[src/rtl/waveform_gen.sv]
// waveform_gen: multi-channel square-wave generator with a run-length timer.
module waveform_gen #(
  parameter int NUM_CH = 3,
  parameter int DIV_W  = 16,
  parameter int RUN_W  = 32
) (
  input  logic                    clk,
  input  logic                    rst_n,
  input  logic                    start,
  input  logic                    stop,
  input  logic [NUM_CH-1:0]       ch_en,
  input  logic [NUM_CH*DIV_W-1:0] half_period,
  input  logic [RUN_W-1:0]        run_cycles,
  output logic [NUM_CH-1:0]       wave_out,
  output logic                    running,
  output logic                    done,
  output logic [RUN_W-1:0]        elapsed
);
  typedef enum logic [1:0] {IDLE, RUN, DONE} state_t;
  state_t            state_q;
  logic [DIV_W-1:0]  hp_q  [NUM_CH];
  logic [DIV_W-1:0]  cnt_q [NUM_CH];
  logic [DIV_W-1:0]  hp_d  [NUM_CH];
  logic [NUM_CH-1:0] wave_q;
  logic [RUN_W-1:0]  rc_q, el_q, el_d;
  // A zero half-period would never toggle, so it is floored to one cycle.
  always_comb begin
    for (int i = 0; i < NUM_CH; i++)
      hp_d[i] = half_period[i*DIV_W +: DIV_W] == '0 ? DIV_W'(1) : half_period[i*DIV_W +: DIV_W];
    el_d = el_q + 1'b1;
  end
  always_ff @(posedge clk or negedge rst_n) begin
    if (!rst_n) begin
      state_q <= IDLE;
      wave_q  <= '0;
      rc_q    <= '0;
      el_q    <= '0;
      for (int i = 0; i < NUM_CH; i++) begin
        hp_q[i]  <= '0;
        cnt_q[i] <= '0;
      end
    end else if (state_q == RUN) begin
      if (stop) state_q <= DONE;
      else begin
        el_q <= el_d;
        if (rc_q != '0 && el_d == rc_q) state_q <= DONE;
        for (int i = 0; i < NUM_CH; i++) begin
          if (!ch_en[i]) begin
            wave_q[i] <= 1'b0;
            cnt_q[i]  <= hp_q[i];
          end else if (cnt_q[i] == DIV_W'(1)) begin
            wave_q[i] <= ~wave_q[i];
            cnt_q[i]  <= hp_q[i];
          end else cnt_q[i] <= cnt_q[i] - 1'b1;
        end
      end
    end else if (start) begin
      state_q <= RUN;
      rc_q    <= run_cycles;
      el_q    <= '0;
      wave_q  <= '0;
      for (int i = 0; i < NUM_CH; i++) begin
        hp_q[i]  <= hp_d[i];
        cnt_q[i] <= hp_d[i];
      end
    end
  end
  assign wave_out = wave_q;
  assign running  = state_q == RUN;
  assign done     = state_q == DONE;
  assign elapsed  = el_q;
endmodule

[config.mk]
export PLATFORM = sky130hd
export DESIGN_NAME = waveform_gen
export DESIGN_NICKNAME = d
export VERILOG_FILES = /design/src/rtl/waveform_gen.sv
export SDC_FILE = /design/constraint.sdc
export NUM_CORES = 1
export LEC_CHECK = 0
export CAP_MARGIN = 20
export CORE_MARGIN = 10
export CORE_UTILIZATION = 50
export CTS_BUF_LIST = sky130_fd_sc_hd__clkbuf_8
export CTS_CLUSTER_DIAMETER = 120
export CTS_CLUSTER_SIZE = 30
export DETAILED_ROUTE_END_ITERATION = 8
export GPL_ROUTABILITY_DRIVEN = 0
export GPL_TIMING_DRIVEN = 0
export PLACE_DENSITY_LB_ADDON = 0.2
export SYNTH_ARGS = -nofsm -noshare
export SYNTH_HDL_FRONTEND = slang
export SYNTH_SLANG_ARGS = --single-unit
export TNS_END_PERCENT = 100
[constraint.sdc]
create_clock -name clk -period 3.2 [get_ports clk]
set_input_delay 0.64 -clock clk [delete_from_list [all_inputs] [get_ports clk]]
set_output_delay 0.64 -clock clk [all_outputs]
set_load 0.05 [all_outputs]
-- Word level (Yosys, flattened, before mapping)
Cells that the tools add are included.
- reductions and logical operators: 12
- eq/ne operators: 11
- bitwise logic cells: 4
- muxes and demuxes: 28
- $add $sub $neg: 4
- operators by type and width (operator ; number):
    16-bit 2-to-1 mux ; 9
    48-bit 2-to-1 mux ; 3
    32-bit 2-to-1 mux ; 3
    16-bit by 1-bit == test with 1-bit output, second input constant ; 3
    16-bit zero test ; 3
    16-bit by 1-bit subtractor with 16-bit output, second input constant ; 3
    32-bit by 1-bit adder with 32-bit output, second input constant ; 1
    32-bit == test ; 1
    32-bit nonzero test ; 1
    3-bit by 2-bit inequality test with 1-bit output, second input constant ; 4
    3-bit 2-to-1 mux ; 3
    3-bit AND reduction ; 3
    2-bit 2-to-1 mux ; 4
    1-bit 2-to-1 mux ; 6
    2-bit AND reduction ; 3
    1-bit inverter ; 4
    2-bit by 1-bit == test with 1-bit output, second input constant ; 1
    2-bit == test, second input constant ; 1
    2-bit inequality test, second input constant ; 1
    2-bit nonzero test ; 1
    1-bit logical AND ; 1
- output and inout bits: 37
- register bits: 165

-- Logic depth before layout (Yosys ltp)
- depth in word-level cells: 6
- gate-level depth with buffers: 10
- depth with buffers taken out: 10

-- Least setup slack after synthesis
OpenSTA, ideal clock, no wires.
- path kind: flip-flop to flip-flop
- from: register el_q[2], in the netlist elapsed[2]
- to: register state_q[0]
- buffers on the path: 1
- cell stages (with the launch flop): 10
- data required time: 3071 ps
- clock period less this slack: 3091 ps
- setup slack: 109 ps
- data arrival time: 2962 ps
- setup time: 129 ps
- path through: dfrtp_1 buf_4 nand3_1 or3_4 nor3_4 nand3_1 xnor2_1 or4_1 o41ai_2 nor2_1
- word-level cells in the longest chain between the ends: 5
- RTL lines (element ; RTL line ; text):
    start, declared ; 25 ; logic [RUN_W-1:0] rc_q, el_q, el_d;
    start signal, assigned ; 45 ; el_q <= el_d;
    32-bit by 1-bit adder with 32-bit output ; 30 ; el_d = el_q + 1'b1;
    32-bit == test ; 46 ; if (rc_q != '0 && el_d == rc_q) state_q <= DONE;
    1-bit logical AND ; 46 ;
    3-bit by 2-bit inequality test with 1-bit output (no line) ; -- ;
    2-bit AND reduction (no line) ; -- ;
    end signal, assigned ; 43 ; if (stop) state_q <= DONE;
    end signal, assigned ; 46 ;
    end signal, assigned ; 58 ; state_q <= RUN;
    end, declared ; 20 ; state_t state_q;
Every way passes these cells.
A chain may end at the register's enable or synchronous reset.

-- Worst setup path after layout
- from: register state_q[1]
- to: output running
- word-level cells in the longest chain between the ends: 1
- RTL lines (element ; RTL line ; text):
    start signal, assigned ; 34 ; state_q <= IDLE;
    start signal, assigned ; 43 ;
    start signal, assigned ; 46 ;
    2-bit by 1-bit == test with 1-bit output ; 69 ; assign running = state_q == RUN;
    end, declared ; 15 ; output logic running,
Every way passes these cells.

==> results.json <==
{
  "status": "complete, no violations",
  "power.density_nw_per_um2": 780.7,
  "p_leak_nw": 4.778,
  "numCtsBuffers": 17,
  "antenna_found_initial": 0,
  "dieArea_sq_um": 24690,
  "antenna_cells": 0,
  "seq_area_frac_synth_pct": 43.91,
  "io_pins": 124,
  "synthCells": 1159,
  "synth-edff-count": 0,
  "synthArstFlopShare_pct": 100.0,
  "hold_violations": 0,
  "routed_wl_um": 29390,
  "fp.coreArea_sq_um": 18580,
  "synth_top_cell_by_area": "dfrtp_1",
  "maxSlewViolCount": 0,
  "cpPeakStageDelay_ns": 0.56,
  "rsz0062_at_grt": "no",
  "synth_common_cells": "321 x nand2_1, 165 x dfrtp_1, 88 x nor2_1",
  "h-tree-depth": 4,
  "synth_seq_cells": 165,
  "crit_required_ns": 2.56,
  "total_power_w": 0.008858,
  "port_buffers": 123,
  "nets": 1398,
  "start_util_pct": 50.61,
  "syn_area_sq_um": 9403,
  "grt_first_pass_wirelength_um": 46840,
  "crit_top_cell": "clkbuf_2",
  "clock_latency_ns": 0.48,
  "drt-met1-wl_um": 12330,
  "ys_top_cells_by_area": "dfrtp_1 44%, nand2_1 13%, xnor2_1 5.3%",
  "drive_above_1_share_pct": 5.163,
  "worstHoldPathType": "in2async",
  "drv_cap": 0,
  "cp-start-kind": "flop",
  "max_freq_mhz": 331.1,
  "fin_skew_ns": 0.01159,
  "rows": 50,
  "crit_chain": "nand2b_1 > clkbuf_2 > inv_1 > clkbuf_2 > clkdlybuf4s15_1",
  "worstMarginPinSlew_ns": 0.8390,
  "dpl.hpwl_um": 21360,
  "cts_tree": "built",
  "wl_met2_um": 14250,
  "first_pass_iters": 5,
  "grt_pass1_vias": 8775,
  "vdd_drop_max_mv": 0.3928,
  "vias": 9132,
  "cts_root_buf": "clkbuf_8",
  "fin_util_pct": 61.07,
  "clock_sinks": 165,
  "clock_path_buffers": 2,
  "track_usage_pct": 23.95,
  "ant_nets": 0,
  "cp_max_fo": 10,
  "synth_area_per_cell_sq_um": 8.113,
  "cp.arrival_ns": 2.38,
  "cp-end-kind": "output port",
  "grt_max_degree": 122,
  "die_y_um": 157.1,
  "vias_per_cell": 5.888,
  "period_share_pct": 94.39,
  "wl_met3_um": 2106,
  "synth.most_common_cell": "nand2_1",
  "syn2layout_area_growth_pct": 20.68,
  "max_slew_margin_pct": 44.07,
  "clk_pin_slew_ns": 0.09,
  "drt_iter0_markers": 736,
  "overflow": 0,
  "synth_flop_cell": "dfrtp_1",
  "drt-wirelength-per-cell_um": 18.95,
  "die_w_um": 157.1,
  "ys_types": 58,
  "synth_nets": 1253,
  "drc": 0,
  "fin_tns_setup_ns": 0,
  "yosysWarnings": 0,
  "finalSetupViolations": 0,
  "synth_top_area_share_pct": 43.91,
  "final.min_clock_period_ns": 3.021,
  "crit_type": "reg2out",
  "highest_layer": "met4",
  "cp_slowest_cell": "clkdlybuf4s15_1",
  "hold_buffers": 0
}
==> registers in the layout, summed over array words and instances (netlist names) <==
name	count
elapsed	32
rc_q	32
hp_q	48
cnt_q	48
state_q	2
wave_out	3
==> area by class of cell <==
cell class	instances	area [sq um]
clock inverters	15	132.6
well taps	234	292.8
clock buffers	17	234.0
inverters	14	52.55
fillers	1651	7233
multi-input cells	907	4895
repair buffers	126	1279
flip-flops and latches	165	4129
plain buffers	73	332.8
==> layer usage <==
layer | vias to the layer above | global-route usage [%]
li1 | 4314 | -
met1 | 4379 | 31.15
met2 | 380 | 39.17
met3 | 59 | 4.612
met4 | 0 | 8.237
met5 | - | 0
==> layout by cell type (no fill, tap or decap), types with 15 or more instances in the layout <==
master	netlist	routed
a21oi_1	76	76
clkbuf_1	58	56
clkbuf_8	0	17
clkdlybuf4s50_1	0	121
dfrtp_1	165	165
nand2_1	321	321
nand3_1	29	29
nor2_1	88	87
nor3_1	33	33
nor4_1	32	32
o211ai_1	15	15
o21ai_0	64	64
o22ai_1	25	25
o31ai_1	18	18
xnor2_1	57	57
xor2_1	23	23
==> critical path, delay by kind of cell, from the launching register on <==
kind | cells | cell delay [ns]
buf+inv | 4 | 1.33
flops | 1 | 0.40
simple gates | 1 | 0.18
==> path summary, 6_finish.rpt <==
path                       startpoint         end  slack (ns)  cells past startpoint
max in group asynchronous       rst_n   cnt_q[44]        2.26                      2
setup / recovery           state_q[1]     running        0.18                      5
min in group clk             hp_q[21]    hp_q[21]        0.48                      2
hold reg to reg              hp_q[21]    hp_q[21]        0.48                      2
setup reg to reg           elapsed[9]  state_q[0]        0.23                      9
hold / removal                  rst_n  elapsed[3]        0.04                      1
==> report_power, final <==
group          total [W]  leakage (nW)  internal (W)  switching, W
Clock            0.00146         0.179      0.000617      0.000839
Sequential       0.00374          2.04       0.00291      0.000834
Combinational    0.00366          2.56       0.00142       0.00224
==> through the flow <==
| stage | cell area, sq um | hold WS [ns] | setup slack, ns | std cells |
|---|---|---|---|---|
| 6_report | 11350 | 0.04498 | 0.1795 | 1551 |
| 5_1_grt | 11350 | 0.05388 | 0.03820 | 1551 |
| 4_1_cts | 11330 | 0.04210 | 0.005193 | 1549 |
| 3_5_place_dp | 10960 | 0.4595 | 0.01294 | 1517 |
| 3_3_place_gp | 10930 | 0.4541 | -5.427 | 1516 |
| 2_1_floorplan | 9403 | 0.3444 | 0.1086 | 1159 |
==> what timing repair did <==
item                       4_1_cts  5_1_grt
setup buffers                    0        2
hold endpoints to repair         0        0
pin swaps                        0        2
resized for setup                2        5
setup endpoints to repair        1        3
==> kinds of logic after synthesis <==
| logic type | synth area share [%] |
|---|---|
| xor+xnor | 7.452 |
| buf+inv | 4.072 |
| compound gates | 16.07 |
| simple gates | 27.00 |
| flops | 43.91 |
| fa+ha+maj | 0.9314 |
| mux | 0.5589 |
Power figures use the tool's default switching activity.
